`src/rtl/ser_rx_sync_ctrl.sv`:
```
// rtl/ser_rx_sync_ctrl.sv - SERDES receive link-sync controller: comma lock/verify/resync FSM.
// Optional lock-loss statistics counter enabled by defining SER_RX_SYNC_STATS_EN.
module ser_rx_sync_ctrl #(
  parameter int LOCK_CNT      = 4,
  parameter int ERR_LIMIT     = 3,
  parameter int COMMA_TIMEOUT = 1024,
  parameter int RST_CYCLES    = 4
) (
  input  logic        ser_rx_clk_i,
  input  logic        ser_rx_rst_n,
  input  logic [15:0] ser_r_i,
  input  logic        ser_rklsb_i,
  input  logic        ser_rkmsb_i,
  input  logic        force_resync_i,
  output logic        link_up_o,
  output logic        align_rst_n_o,
  output logic [1:0]  sync_state_o,
  output logic        lock_lost_o,
  output logic [15:0] lock_loss_cnt_o
);

  localparam logic [1:0] ST_HUNT   = 2'd0;
  localparam logic [1:0] ST_VERIFY = 2'd1;
  localparam logic [1:0] ST_LOCKED = 2'd2;
  localparam logic [1:0] ST_RESYNC = 2'd3;

  localparam int TW = $clog2(COMMA_TIMEOUT);
  localparam int GW = $clog2(LOCK_CNT + 1);
  localparam int EW = $clog2(ERR_LIMIT + 1);
  localparam int RW = $clog2(RST_CYCLES + 1);

  logic [1:0]    state, state_d;
  logic [TW-1:0] timer, timer_d;
  logic [GW-1:0] good_cnt, good_d;
  logic [EW-1:0] err_cnt, err_d;
  logic [RW-1:0] rst_left, rst_left_d;
  logic          lost_d;
  logic          is_good, is_mis, tmo;

  assign is_good = ser_rkmsb_i & ser_rklsb_i & (ser_r_i == 16'h3C3C);
  assign is_mis  = (~ser_rkmsb_i & ser_rklsb_i & (ser_r_i[7:0] == 8'h3C)) |
                   (ser_rkmsb_i & ~ser_rklsb_i & (ser_r_i[15:8] == 8'h3C));
  assign tmo     = ~is_good & (timer == TW'(COMMA_TIMEOUT - 1));

  always_comb begin
    state_d    = state;
    good_d     = good_cnt;
    err_d      = err_cnt;
    rst_left_d = rst_left;
    lost_d     = 1'b0;
    timer_d    = (is_good || tmo) ? '0 : timer + TW'(1);
    if (force_resync_i) begin
      state_d = ST_RESYNC;
      lost_d  = (state == ST_LOCKED);
    end else begin
      case (state)
        ST_HUNT: begin
          if (is_good) begin
            good_d  = GW'(1);
            state_d = (LOCK_CNT == 1) ? ST_LOCKED : ST_VERIFY;
          end
        end
        ST_VERIFY: begin
          if (is_good) begin
            good_d = good_cnt + GW'(1);
            if (good_cnt == GW'(LOCK_CNT - 1)) state_d = ST_LOCKED;
          end else if (is_mis) begin
            state_d = ST_RESYNC;
          end else if (tmo) begin
            state_d = ST_HUNT;
            good_d  = '0;
          end
        end
        ST_LOCKED: begin
          if (is_good) begin
            err_d = '0;
          end else if (is_mis || tmo) begin
            if (err_cnt == EW'(ERR_LIMIT - 1)) begin
              state_d = ST_RESYNC;
              lost_d  = 1'b1;
            end else begin
              err_d = err_cnt + EW'(1);
            end
          end
        end
        default: begin
          if (rst_left == '0) state_d = ST_HUNT;
          else                rst_left_d = rst_left - RW'(1);
        end
      endcase
    end
    // A forced request while already in RESYNC reloads the hold count like a fresh entry.
    if (state_d == ST_RESYNC && (state != ST_RESYNC || force_resync_i))
      rst_left_d = RW'(RST_CYCLES - 1);
    if (state_d == ST_RESYNC) begin
      good_d = '0;
      err_d  = '0;
    end
    if (state_d == ST_RESYNC || state == ST_RESYNC) timer_d = '0;
  end

  always_ff @(posedge ser_rx_clk_i or negedge ser_rx_rst_n) begin
    if (!ser_rx_rst_n) begin
      state         <= ST_HUNT;
      timer         <= '0;
      good_cnt      <= '0;
      err_cnt       <= '0;
      rst_left      <= '0;
      link_up_o     <= 1'b0;
      align_rst_n_o <= 1'b1;
      lock_lost_o   <= 1'b0;
    end else begin
      state         <= state_d;
      timer         <= timer_d;
      good_cnt      <= good_d;
      err_cnt       <= err_d;
      rst_left      <= rst_left_d;
      link_up_o     <= (state_d == ST_LOCKED);
      align_rst_n_o <= (state_d != ST_RESYNC);
      lock_lost_o   <= lost_d;
    end
  end

  assign sync_state_o = state;

`ifdef SER_RX_SYNC_STATS_EN
  logic [15:0] loss_cnt;

  always_ff @(posedge ser_rx_clk_i or negedge ser_rx_rst_n) begin
    if (!ser_rx_rst_n)                        loss_cnt <= '0;
    else if (lost_d && loss_cnt != 16'hFFFF)  loss_cnt <= loss_cnt + 16'd1;
  end

  assign lock_loss_cnt_o = loss_cnt;
`else
  assign lock_loss_cnt_o = 16'h0000;
`endif

endmodule

```
`config.mk`:
```
export PLATFORM = sky130hd
export DESIGN_NAME = ser_rx_sync_ctrl
export DESIGN_NICKNAME = d
export VERILOG_FILES = /design/src/rtl/ser_rx_sync_ctrl.sv
export SDC_FILE = /design/constraint.sdc
export NUM_CORES = 1
export LEC_CHECK = 0
export CORE_ASPECT_RATIO = 0.75
export CORE_MARGIN = 2
export CORE_UTILIZATION = 52
export CTS_CLUSTER_DIAMETER = 150
export DETAILED_ROUTE_END_ITERATION = 8
export PLACE_DENSITY = 0.91
export RECOVER_POWER = 100
export SLEW_MARGIN = 20
export SYNTH_ARGS = -nofsm -noshare
export SYNTH_HDL_FRONTEND = slang
export SYNTH_SLANG_ARGS = --single-unit
```
`constraint.sdc`:
```
create_clock -name ser_rx_clk_i -period 3.3 [get_ports ser_rx_clk_i]
set_clock_uncertainty 0.05 [all_clocks]
set_input_delay 0.495 -clock ser_rx_clk_i [delete_from_list [all_inputs] [get_ports ser_rx_clk_i]]
set_output_delay 0.495 -clock ser_rx_clk_i [all_outputs]
set_load 0.05 [all_outputs]
```
==> results.md <==
* Crit-path slowest cell: or2_0
* Die width at 66.92 um
* Switching part of the total at 43.55%
* WL final at 3.156 mm
* Core area at 2893 sq um
* Max frequency at 0.3613 GHz
* Cell family with most CP delay: simple AND/OR/NAND/NOR gates
* Clk buf depth at 2
* CP Depth at 7
* Worst Path Buf+Inv at 1
* Max_cap viols at 0
* Clock Power Share at 17.4%
* Top FF cell, synth: dfrtp_1
* Flop pwr share at 36.3%
* Number of setup buffers added after CTS at 0
* Combinational share of power at 46.3%
* Status: finished, final reports clean
* Nets@finish at 211
* DRC at 0
* Initial Util at 53.37%
* Final setup TNS at 0 ps
* Final Instance Area at 1732 sq um
* Synth warn at 0
* Top cells by instance count after synthesis: 22 x dfrtp_1, 16 x buf_4, 16 x nand2_1
* R2R Setup Slk at 940 ps
* Initial antenna violation count at 0
* P_int at 0.0005502 W
* Post_cts resized at 0
* Slew Viols, Final at 0
* Clock sinks at 23
* EDFF count, synth at 0
* Total GRT Usage at 20.23%
* CP max stage delay at 470 ps
* Most frequent cell after synthesis: dfrtp_1
* Critical Path Source Type: input port
* I/O Pins at 42
* Worst slack, placed at 499.3 ps
* CTS Buf Count at 3
* Max VDD drop at 0.4023 mV
* Fraction of registers with async set/reset at 100.0%
* Number of iterations in the first detailed-routing pass at 4
* Pin count of the biggest net entering global routing at 24
* RR Endpoint: timer[7]
* Worst Tran Pin Value at 1209 ps
* Hold Buf Count CTS at 0
* Area growth from synthesis to layout at 12.16%
* Switching power of the nets at 0.0004245 W
* RSZ-0062 raised after global routing: no
* Mapped cell area at 1544 sq um
* DR iter-0 viols at 45
* Via Count at 1153
* Synth top area share at 35.66%
* WL/cell at 14.28 um
* Synth area leader: dfrtp_1
* CP Class: in2reg
* #FFs+latches synth at 23
* H-tree depth at 1
* Worst path arrival time at 2870 ps
* Global-route wire length before repair at 5.154 mm
* Share of layout cells above drive strength 1 at 8.197%
* Placer Congestion at 0.9014
* Clk root buf: clkbuf_8
* Worst Path Required at 3400 ps
* CP endpoint kind: flip-flop
* Area contributors post-synth: dfrtp_1 36%, buf_4 7.8%, ha_1 4.9%
* Antenna Nets Post-Route at 0
* Final Hold Vio Count at 0
* # rows at 17
* Fillers at 248
* Final period utilization at 83.87%
* GRT overflow at 0
* Pwr dens at 562.9 nW/um^2
* Placement Cell Area at 1733 sq um
* HPWL after DPL at 2.464 mm
* Final setup margin at 532.3 ps
* Fin cells at 221
* Sequential fraction of the synthesis area at 37.36%
* Worst r2r src: timer[0]
* Count of final setup violators at 0
* Worst-skew pair later-pin latency at 260 ps
* Avg Cell Area, Syn at 9.711 sq um
* Vias in the first global route at 1110
* Slew Limit Headroom at 19.42%
* Hold Path Class: in2async
* Synthesized instance count at 159
* Clock transition at the registers of the reported paths at 80 ps
* Die height at 51.19 um
* Die area at 3426 sq um
* Leakage at 0.7264 nW
* Number of vias per cell at 5.217
* CP endpoint: timer[7]
* Cells after DPL at 217
* Crit Path Max Fanout at 19
* Min cycle time layout at 2768 ps
* Ant. Diodes at 0
* Critical path startpoint: ser_r_i[5]
* CTS tree: done
* R2R cell count at 7
* Cell variety after synth at 46
* PortBufs at 25
* Final core utilization at 59.86%
* Crit-path cells: clkdlybuf4s50_1 > and4_1 > nand4_1 > or2_0 > a41oi_1 > a21oi_4 > nor4_1
state kept, by name, indices dropped and copies added, names as in the netlist:
register       count
link_up_o          1
align_rst_n_o      1
sync_state_o       2
good_cnt           3
lock_lost_o        1
timer             10
rst_left           3
err_cnt            2
area by class of cell:
| class | instances | area, sq um | area share [%] |
|---|---|---|---|
| well taps | 38 | 47.55 | 2.746 |
| clock buffers | 4 | 45.04 | 2.601 |
| flip-flops and latches | 23 | 576.8 | 33.31 |
| repair buffers | 25 | 244.0 | 14.09 |
| multi-input cells | 122 | 784.5 | 45.30 |
| inverters | 9 | 33.78 | 1.951 |
how the worst min path moves through the flow:
stage	startpoint	end	slack [ps]	cells after the start
after floorplan	ser_rx_rst_n	err_cnt[0]	150	0
final	ser_rx_rst_n	rst_left[0]	410	1
after CTS	timer[0]	timer[0]	430	1
after global routing	timer[0]	timer[0]	450	1
after detailed placement	timer[0]	timer[0]	420	1
after global placement	timer[0]	timer[0]	410	1
power groups by stage:
stage	combinational [W]	clock, W	sequential (W)
after CTS	0.000471	0.000173	0.000355
after floorplan	0.000338	0	0.000414
after global placement	0.000459	0	0.000358
after detailed placement	0.000470	0	0.000359
final	0.000451	0.000169	0.000354
after global routing	0.000490	0.000190	0.000359
stage by stage:
stage | hold WS (ps) | total power (W)
floorplan | 149.4 | 0.0007526
global placement | 406.0 | 0.0008163
detailed placement | 420.6 | 0.0008296
CTS | 431.6 | 0.0009999
global route | 446.8 | 0.001038
finish | 408.5 | 0.0009747
per-layer routing:
layer,routed length (um),GRT usage (%),up-vias
met5,0,0,-
met4,23,3.061,0
met3,175,5.507,4
met2,1467,31.50,29
met1,1490,28.73,537
li1,-,-,583
cell usage in the layout, fill, tap and decap left out, drive strengths merged, types with 6 or more instances in the layout:
cell            n
dfrtp          22
clkdlybuf4s50  19
nand2          16
conb           16
nor2           13
inv             9
a21oi           8
nor3            7
nor4            6
ha              6
logic make-up (layout without fill, tap and decap cells):
group	after synthesis	count (layout)	synth area share [%]
other	1	16	0.2429
and+or+nand+nor	65	65	24.64
xor gates and xnor gates	8	8	4.538
buffers and inverters	29	38	12.88
DFF	23	23	37.36
adders and majority gates	6	6	4.862
AOI/OAI and AO/OA	27	27	15.48
worst reg2reg max path: stages (launching register included):
cell      delay, ps
dfrtp_1         400
ha_1            250
and4_1          250
nand3_1         150
o221ai_1        160
a41oi_1         420
a21oi_4         230
nor4_1          360
(Power assumes the default switching activity.)
